<file path="config.mk">
export PLATFORM = sky130hd
export DESIGN_NAME = lsu_mem_stage
export DESIGN_NICKNAME = d
export VERILOG_FILES = /design/src/rtl/lsu_pkg.sv /design/src/rtl/lsu_load_extend.sv /design/src/rtl/lsu_mem_stage.sv
export SDC_FILE = /design/constraint.sdc
export NUM_CORES = 1
export LEC_CHECK = 0
export ABC_AREA = 1
export BUFFER_PORTS_ARGS = -buffer_cell sky130_fd_sc_hd__buf_4
export CAP_MARGIN = 20
export CORE_MARGIN = 5
export CORE_UTILIZATION = 50
export CTS_CLUSTER_SIZE = 12
export DETAILED_ROUTE_END_ITERATION = 8
export PLACE_DENSITY = 0.76
export SKIP_CTS_REPAIR_TIMING = 1
export SYNTH_ARGS = -nofsm -noshare
export SYNTH_HDL_FRONTEND = slang
export SYNTH_SLANG_ARGS = --single-unit
</file>
<file path="constraint.sdc">
create_clock -name clk -period 3.8 [get_ports clk]
set_input_delay 0.19 -clock clk [delete_from_list [all_inputs] [get_ports clk]]
set_output_delay 0.19 -clock clk [all_outputs]
set_load 0.1 [all_outputs]
</file>
<file path="src/rtl/lsu_pkg.sv">
// Shared types and helpers for the load/store unit: funct3 encodings, FSM states,
// access legality, alignment, and store lane steering.
package lsu_pkg;

    localparam logic [2:0] F3_B  = 3'b000;
    localparam logic [2:0] F3_H  = 3'b001;
    localparam logic [2:0] F3_W  = 3'b010;
    localparam logic [2:0] F3_BU = 3'b100;
    localparam logic [2:0] F3_HU = 3'b101;

    typedef enum logic [1:0] {IDLE, REQ, WAIT, DONE} state_t;

    function automatic logic is_legal(input logic we, input logic [2:0] f3);
        logic ok;
        ok = (f3 == F3_B) || (f3 == F3_H) || (f3 == F3_W);
        if (!we) ok = ok || (f3 == F3_BU) || (f3 == F3_HU);
        return ok;
    endfunction

    // funct3[1:0] encodes the access size for both loads and stores
    function automatic logic is_aligned(input logic [2:0] f3, input logic [1:0] lo);
        logic ok;
        case (f3[1:0])
            2'b01:   ok = ~lo[0];
            2'b10:   ok = (lo == 2'b00);
            default: ok = 1'b1;
        endcase
        return ok;
    endfunction

    function automatic logic [3:0] store_strb(input logic [2:0] f3, input logic [1:0] lo);
        logic [3:0] s;
        case (f3[1:0])
            2'b00:   s = 4'b0001 << lo;
            2'b01:   s = 4'b0011 << {lo[1], 1'b0};
            default: s = 4'b1111;
        endcase
        return s;
    endfunction

    function automatic logic [31:0] store_data(input logic [2:0] f3, input logic [31:0] wd);
        logic [31:0] d;
        case (f3[1:0])
            2'b00:   d = {4{wd[7:0]}};
            2'b01:   d = {2{wd[15:0]}};
            default: d = wd;
        endcase
        return d;
    endfunction

endpackage

</file>
<file path="src/rtl/lsu_load_extend.sv">
// Selects the addressed byte/halfword lane of a bus word and sign- or zero-extends it.
// Purely combinational.
module lsu_load_extend
    import lsu_pkg::*;
(
    input  logic [2:0]  funct3,
    input  logic [1:0]  addr,
    input  logic [31:0] mem_rdata,
    output logic [31:0] rdata
);

    logic [7:0]  b;
    logic [15:0] h;

    always_comb begin
        b = mem_rdata[{addr, 3'b000} +: 8];
        h = mem_rdata[{addr[1], 4'b0000} +: 16];
        case (funct3)
            F3_B:    rdata = {{24{b[7]}}, b};
            F3_H:    rdata = {{16{h[15]}}, h};
            F3_BU:   rdata = {24'd0, b};
            F3_HU:   rdata = {16'd0, h};
            default: rdata = mem_rdata;
        endcase
    end

endmodule

</file>
<file path="src/rtl/lsu_mem_stage.sv">
// Load/store stage: one bus transaction per req_valid, stalling the core until done.
// Store min latency 3 cycles, load 4; bus backpressure via mem_gnt/mem_rvalid, bounded by timeout.
module lsu_mem_stage
    import lsu_pkg::*;
#(
    parameter int TIMEOUT_CYCLES = 16
) (
    input  logic        clk,
    input  logic        rst_n,
    input  logic        req_valid,
    input  logic        req_we,
    input  logic [2:0]  funct3,
    input  logic [31:0] addr,
    input  logic [31:0] wdata,
    output logic        stall,
    output logic        done,
    output logic        err,
    output logic [31:0] rdata,
    output logic        mem_req,
    output logic        mem_we,
    output logic [31:0] mem_addr,
    output logic [3:0]  mem_wstrb,
    output logic [31:0] mem_wdata,
    input  logic        mem_gnt,
    input  logic        mem_rvalid,
    input  logic [31:0] mem_rdata
);

    localparam logic [31:0] TO_LIM = 32'(TIMEOUT_CYCLES);

    state_t      state;
    logic [2:0]  lat_f3;
    logic [1:0]  lat_lo;
    logic [31:0] cnt;
    logic [31:0] ext_rdata;
    logic        timeout_hit;

    lsu_load_extend u_ext (
        .funct3    (lat_f3),
        .addr      (lat_lo),
        .mem_rdata (mem_rdata),
        .rdata     (ext_rdata)
    );

    // cnt holds the number of REQ/WAIT cycles already completed, so this fires on the last allowed one
    assign timeout_hit = (TIMEOUT_CYCLES != 0) && ((cnt + 32'd1) >= TO_LIM);
    assign stall       = req_valid & ~done;

    always_ff @(posedge clk or negedge rst_n) begin
        if (!rst_n) begin
            state     <= IDLE;
            done      <= 1'b0;
            err       <= 1'b0;
            rdata     <= 32'd0;
            mem_req   <= 1'b0;
            mem_we    <= 1'b0;
            mem_addr  <= 32'd0;
            mem_wstrb <= 4'd0;
            mem_wdata <= 32'd0;
            lat_f3    <= 3'd0;
            lat_lo    <= 2'd0;
            cnt       <= 32'd0;
        end else begin
            done <= 1'b0;
            if (state == REQ || state == WAIT) cnt <= cnt + 32'd1;
            case (state)
                IDLE: if (req_valid) begin
                    if (!is_legal(req_we, funct3) || !is_aligned(funct3, addr[1:0])) begin
                        state <= DONE;
                        done  <= 1'b1;
                        err   <= 1'b1;
                        rdata <= 32'd0;
                    end else begin
                        state     <= REQ;
                        mem_req   <= 1'b1;
                        mem_we    <= req_we;
                        mem_addr  <= {addr[31:2], 2'b00};
                        mem_wstrb <= req_we ? store_strb(funct3, addr[1:0]) : 4'd0;
                        mem_wdata <= req_we ? store_data(funct3, wdata) : 32'd0;
                        lat_f3    <= funct3;
                        lat_lo    <= addr[1:0];
                        cnt       <= 32'd0;
                        err       <= 1'b0;
                        rdata     <= 32'd0;
                    end
                end
                REQ: if (mem_gnt) begin
                    mem_req <= 1'b0;
                    if (mem_we) begin
                        state <= DONE;
                        done  <= 1'b1;
                    end else begin
                        state <= WAIT;
                    end
                end else if (timeout_hit) begin
                    mem_req <= 1'b0;
                    state   <= DONE;
                    done    <= 1'b1;
                    err     <= 1'b1;
                    rdata   <= 32'd0;
                end
                WAIT: if (mem_rvalid) begin
                    rdata <= ext_rdata;
                    state <= DONE;
                    done  <= 1'b1;
                end else if (timeout_hit) begin
                    state <= DONE;
                    done  <= 1'b1;
                    err   <= 1'b1;
                    rdata <= 32'd0;
                end
                DONE: begin
                    state <= IDLE;
                    err   <= 1'b0;
                end
                default: state <= IDLE;
            endcase
        end
    end

endmodule

</file>
Word-level counts from Yosys, hierarchy flattened
Index checks and enable logic that the tools add are counted.
Word-level totals
  register bits: 141
  bits of input ports: 105
  logic and storage cells: 102
Cells by class
  add/sub/neg operators: 1
  $lt $le $gt $ge: 1
  equality and inequality tests: 17
  shift operators: 4
  mux-type cells: 44
  bitwise operators: 4
  reduce and logical (&&, ||, !) cells: 19
Operators by type and width (count)
  2-to-1 mux 32 bit: 9
  one-hot mux 32 bit (4 select lines): 1
  one-hot mux 32 bit (3 select lines): 1
  one-hot mux 32 bit (2 select lines): 1
  adder 32 x 1 -> 32 bit (second input constant): 1
  greater-or-equal comparator 32 x 5 -> 1 bit (second input constant): 1
  indexed part select 32 x 6 -> 16 bit: 1
  indexed part select 32 x 6 -> 8 bit: 1
  2-to-1 mux 1 bit: 20
  == test 3 bit (second input constant): 4
  2-to-1 mux 2 bit: 5
  AND reduction 3 bit: 3
  != test 2 bit (second input constant): 4
  one-hot mux 2 bit (4 select lines): 1
  one-hot mux 4 bit (2 select lines): 1
  == test 2 bit (second input constant): 3
  == test 3 x 1 -> 1 bit (second input constant): 2
  logical NOT 2 bit: 3
  logical NOT 3 bit: 2
  logical OR 1 bit: 6
  == test 2 x 1 -> 1 bit (second input constant): 2
  2-to-1 mux 4 bit: 1
  one-hot mux 1 bit (2 select lines): 2
  one-hot mux 1 bit (4 select lines): 1
  11 further kinds: 14

Longest topological paths before layout
  depth after elaboration: 13
  mapped depth: 19
  mapped depth without buffers: 18

Hierarchy
A second synthesis with hierarchy kept.
Unflattened totals
  cell total of the unflattened synthesis: 1162
  area total of the unflattened synthesis: 8398.1 um2
Modules (own cells, without submodules)
  lsu_mem_stage: times used 1, cells each 960, area each 7465.9 um2, sequential area each 3528.4 um2
  lsu_load_extend: times used 1, cells each 202, area each 932.1 um2, sequential area each 0.0 um2

Worst setup path after synthesis
OpenSTA, ideal clock, no wires.
  path kind: input -> register
  start: in funct3[1]
  end: reg mem_wdata[15]
  library setup time: 83 ps
  arrival: 2448 ps
  data required time: 3717 ps
  setup slack: 1269 ps
  stages: 16
  path buffers: 5
  cells stage by stage: clkbuf_1 -> clkbuf_1 -> inv_1 -> ha_1 -> buf_2 -> nor2_1 -> inv_1 -> nand2_1 -> o21ai_0 -> nand2_1 -> nor2_1 -> inv_1 -> buf_2 -> clkbuf_1 -> nand2_1 -> o21ai_0
On the way
  longest elaborated chain between the ends: 12
RTL lines
  start: declaration: RTL line lsu_mem_stage.sv:12  | input logic [2:0] funct3,
  == test 3 x 1 -> 1 bit or logical NOT 3 bit (tied branches): RTL line lsu_pkg.sv:15  | ok = (f3 == F3_B) || (f3 == F3_H) || (f3 == F3_W);
  logical OR 1 bit (2 in series): RTL line lsu_pkg.sv:15
  logical OR 1 bit (2 in series): RTL line lsu_pkg.sv:16  | if (!we) ok = ok || (f3 == F3_BU) || (f3 == F3_HU);
  2-to-1 mux 1 bit: RTL line lsu_pkg.sv:16
  2-to-1 mux 1 bit: RTL line lsu_mem_stage.sv:67  | IDLE: if (req_valid) begin
  2-to-1 mux 1 bit: RTL line lsu_mem_stage.sv:66  | case (state)
  logical NOT 1 bit: RTL line lsu_mem_stage.sv:68  | if (!is_legal(req_we, funct3) || !is_aligned(funct3, addr[1:0])) begin
  logical OR 1 bit: RTL line lsu_mem_stage.sv:68
  inverter 1 bit (no source line)
  AND reduction 3 bit (no source line)
  end signal: assignment: RTL line lsu_mem_stage.sv:79  | mem_wdata <= req_we ? store_data(funct3, wdata) : 32'd0;
  end: declaration: RTL line lsu_mem_stage.sv:23  | output logic [31:0] mem_wdata,
Parallel ways exist; a longest one is shown, timed or not. The select of a mux whose other input is x is not followed.
A chain may end at the register's enable or synchronous reset.

Final worst setup path
  start: reg state[0]
  end: reg rdata[12]
On the way
  longest elaborated chain between the ends: 3
RTL lines
  start: declaration: RTL line lsu_mem_stage.sv:31  | state_t state;
  start signal: assignment: RTL line lsu_mem_stage.sv:51  | state <= IDLE;
  start signal: assignment: RTL line lsu_mem_stage.sv:69  | state <= DONE;
  start signal: assignment: RTL line lsu_mem_stage.sv:74  | state <= REQ;
  == test 2 x 1 -> 1 bit (tied with other cells): RTL line lsu_mem_stage.sv:66
  != test 2 bit (no source line) or nonzero test 3 bit (tied branches)
  AND reduction 3 bit (no source line)
  end signal: assignment: RTL line lsu_mem_stage.sv:103  | rdata <= ext_rdata;
  end: declaration: RTL line lsu_mem_stage.sv:18  | output logic [31:0] rdata,
Parallel ways exist; a longest one is shown, timed or not.

==> flow_metrics.env <==
export IMPL_cts_buffer_depth=2
export IMPL_yosysWarningCount=0
export IMPL_coreArea_um2=15900
export IMPL_cp_end_kind="flip-flop"
export IMPL_cts_sinks=141
export IMPL_tns_ns=0
export IMPL_power_density_nw_per_um2=942
export IMPL_fin_nets=1435
export IMPL_place_gp_congestion=0.895
export IMPL_grt_start_max_net_pins=71
export IMPL_finalPower_uw=10100
export IMPL_start_kind="flip-flop"
export IMPL_io_pins=210
export IMPL_peakVddDrop_v=0.00101
export IMPL_grt_usage_pct=25.4
export IMPL_ctsRootBufferMaster="clkbuf_16"
export IMPL_syn_area_um2=8100
export IMPL_grt_pass1_wl_um=37800
export IMPL_hp_class="primary input to flip-flop"
export IMPL_port_buffers=207
export IMPL_fin_util_pct=67.4
export IMPL_area_delta_synth_final_pct=32.1
export IMPL_finClkSkew_ns=0.00928
export IMPL_maxSlewHeadroom_pct=36.4
export IMPL_clock_latency_ns=0.43
export IMPL_required_ns=4.14
export IMPL_start_util_pct=51.0
export IMPL_synthFlopType="dfrtp_1"
export IMPL_worst_pin_slew_ns=0.953
export IMPL_whs_endpoint="mem_addr[6]"
export IMPL_clkTransAtPathRegs_ns=0.06
export IMPL_syn_area_per_cell_um2=7.29
export IMPL_hold_depth=3
export IMPL_crit_path_max_fanout=31
export IMPL_numCtsBuffers=17
export IMPL_min_period_ns=3.12
export IMPL_fmax_mhz=320
export IMPL_n_antenna_cell=0
export IMPL_first_iter_violations=621
export IMPL_critical_path_class="flip-flop to flip-flop"
export IMPL_rsz0062_at_grt="no"
export IMPL_drc=0
export IMPL_cts_tree="built"
export IMPL_synth_edff_count=0
export IMPL_holdCritStartpoint="addr[6]"
export IMPL_antenna_found_initial=0
export IMPL_timing_final_crit_share_pct=82.1
export IMPL_slew_viol_final=0
export IMPL_dieHeight_um=137
export IMPL_hold_violations=2
export IMPL_violations="hold timing"
export IMPL_mostFrequentLayoutCell="nand2_1"
export IMPL_grt_overflow=0
export IMPL_die_w_um=137
export IMPL_layout_drive_gt1_share_pct=21.5
export IMPL_final_cell_mix="nand2_1 (347), buf_4 (214), dfrtp_1 (141)"
export IMPL_viasPerCell=5.34
export IMPL_dpl_worst_slack_ns=0.697
export IMPL_grt_pass1_vias=7566
export IMPL_syn_inst=1111
export IMPL_drtPass1Iterations=5
export IMPL_die_area_um2=18900
export IMPL_htree_levels=4
export IMPL_row_count=46
export IMPL_r2r_cells=12
export IMPL_hpwl_um=17600
export IMPL_setup_viol=0
export IMPL_timing_final_ws_setup_ns=0.679
export IMPL_r2r_end="rdata[12]"
export IMPL_whs_ns=-0.0241
export IMPL_cap_violations=0
export IMPL_wl_per_cell_um=16.1
export IMPL_routed_wl_um=25000
export IMPL_ant_nets=0
export IMPL_ys_seq_area_share_pct=43.5
export IMPL_vias=8278
export IMPL_synthArstFlopShare_pct=100
export IMPL_yosys_register_bits=141
export IMPL_reg2reg_slack_ns=0.68
export IMPL_r2r_start="state[0]"
export IMPL_outcome="complete, but fails checks"
export IMPL_cp_data_arrival_time_ns=3.46
export IMPL_yosysUniqueCellTypes=38
export IMPL_p_leak_uw=0.00535
## sequential cells by signal, summed over array words and instances, names as in the netlist
register   count
mem_wstrb      4
err            1
mem_wdata     32
mem_addr      30
mem_we         1
mem_req        1
cnt           32
done           1
state          2
lat_f3         3
rdata         32
lat_lo         2
## stage by stage
| stage | instances | cell area [µm²] |
|---|---|---|
| floorplan | 1112 | 8110 |
| global placement | 1488 | 9780 |
| detailed placement | 1488 | 9780 |
| CTS | 1520 | 10400 |
| global route | 1549 | 10700 |
| finish | 1549 | 10700 |
## power by group
part | internal [µW] | switching [µW]
Combinational | 1330 | 4450
Clock | 1110 | 679
Sequential | 2020 | 484
## cells by family (layout without fill, tap and decap cells)
family	count (synthesis)	in the layout	synth area share [%]
other	1	2	0.0463
AOI/OAI and AO/OA	268	268	18.3
and+or+nand+nor	507	507	26.5
xor gates and xnor gates	10	10	1.08
buffers and inverters	168	389	8.20
adders and majority gates	10	10	1.54
muxes	6	6	0.741
DFF	141	141	43.5
## cell type report
class,instances,area [µm²]
Clock buffer,22,484
Clock inverter,10,154
Fill cell,1369,5180
Inverter,112,420
Multi-Input combinational cell,803,3920
Sequential cell,141,3530
Tap cell,216,270
Timing Repair Buffer,245,1930
## synthesized netlist by cell type (7+ instances only)
library cell | number | area [µm²]
ha_1 | 10 | 125
nand2_1 | 347 | 1300
dfrtp_1 | 141 | 3530
o21ai_1 | 21 | 105
clkbuf_1 | 42 | 158
nor2_1 | 77 | 289
xor2_1 | 10 | 87.6
o21ai_0 | 125 | 626
inv_1 | 106 | 398
a31oi_1 | 10 | 62.6
a21oi_1 | 57 | 285
o211ai_1 | 28 | 210
nor2_2 | 7 | 43.8
buf_2 | 9 | 45.0
nand3_1 | 32 | 160
nand4_1 | 11 | 68.8
o22ai_1 | 16 | 100
nand2_2 | 10 | 62.6
## worst max path at each step
stage               depth (start not counted)  slack (ns)      start       endpoint
global placement                           12        0.87   state[1]      rdata[18]
global route                               12        0.28   state[1]      rdata[18]
CTS                                        12        0.68   state[0]      rdata[16]
detailed placement                         12        0.70   state[1]      rdata[31]
finish                                     12        0.68   state[0]      rdata[12]
floorplan                                  16        1.27  funct3[1]  mem_wdata[15]
## routing by layer
layer	part of all wire [%]	vias to the layer above	GRT usage, %
met5	0	-	0
met1	43	3896	34.8
met3	8.6	41	8.62
met2	46	312	39.1
met4	1.8	0	6.32
li1	-	4029	-
## worst max-delay path, stage by stage (launching register included)
cell and delay, ns:
dfrtp_1 0.38, inv_1 0.13, ha_1 0.27, nand2_1 0.18, inv_1 0.12, nor3_4 0.11, buf_4 0.23, clkinv_1 0.44
nor2_1 0.27, inv_1 0.44, a21oi_1 0.29, nand2_1 0.07, o21ai_0 0.08
(Power assumes the default switching activity.)
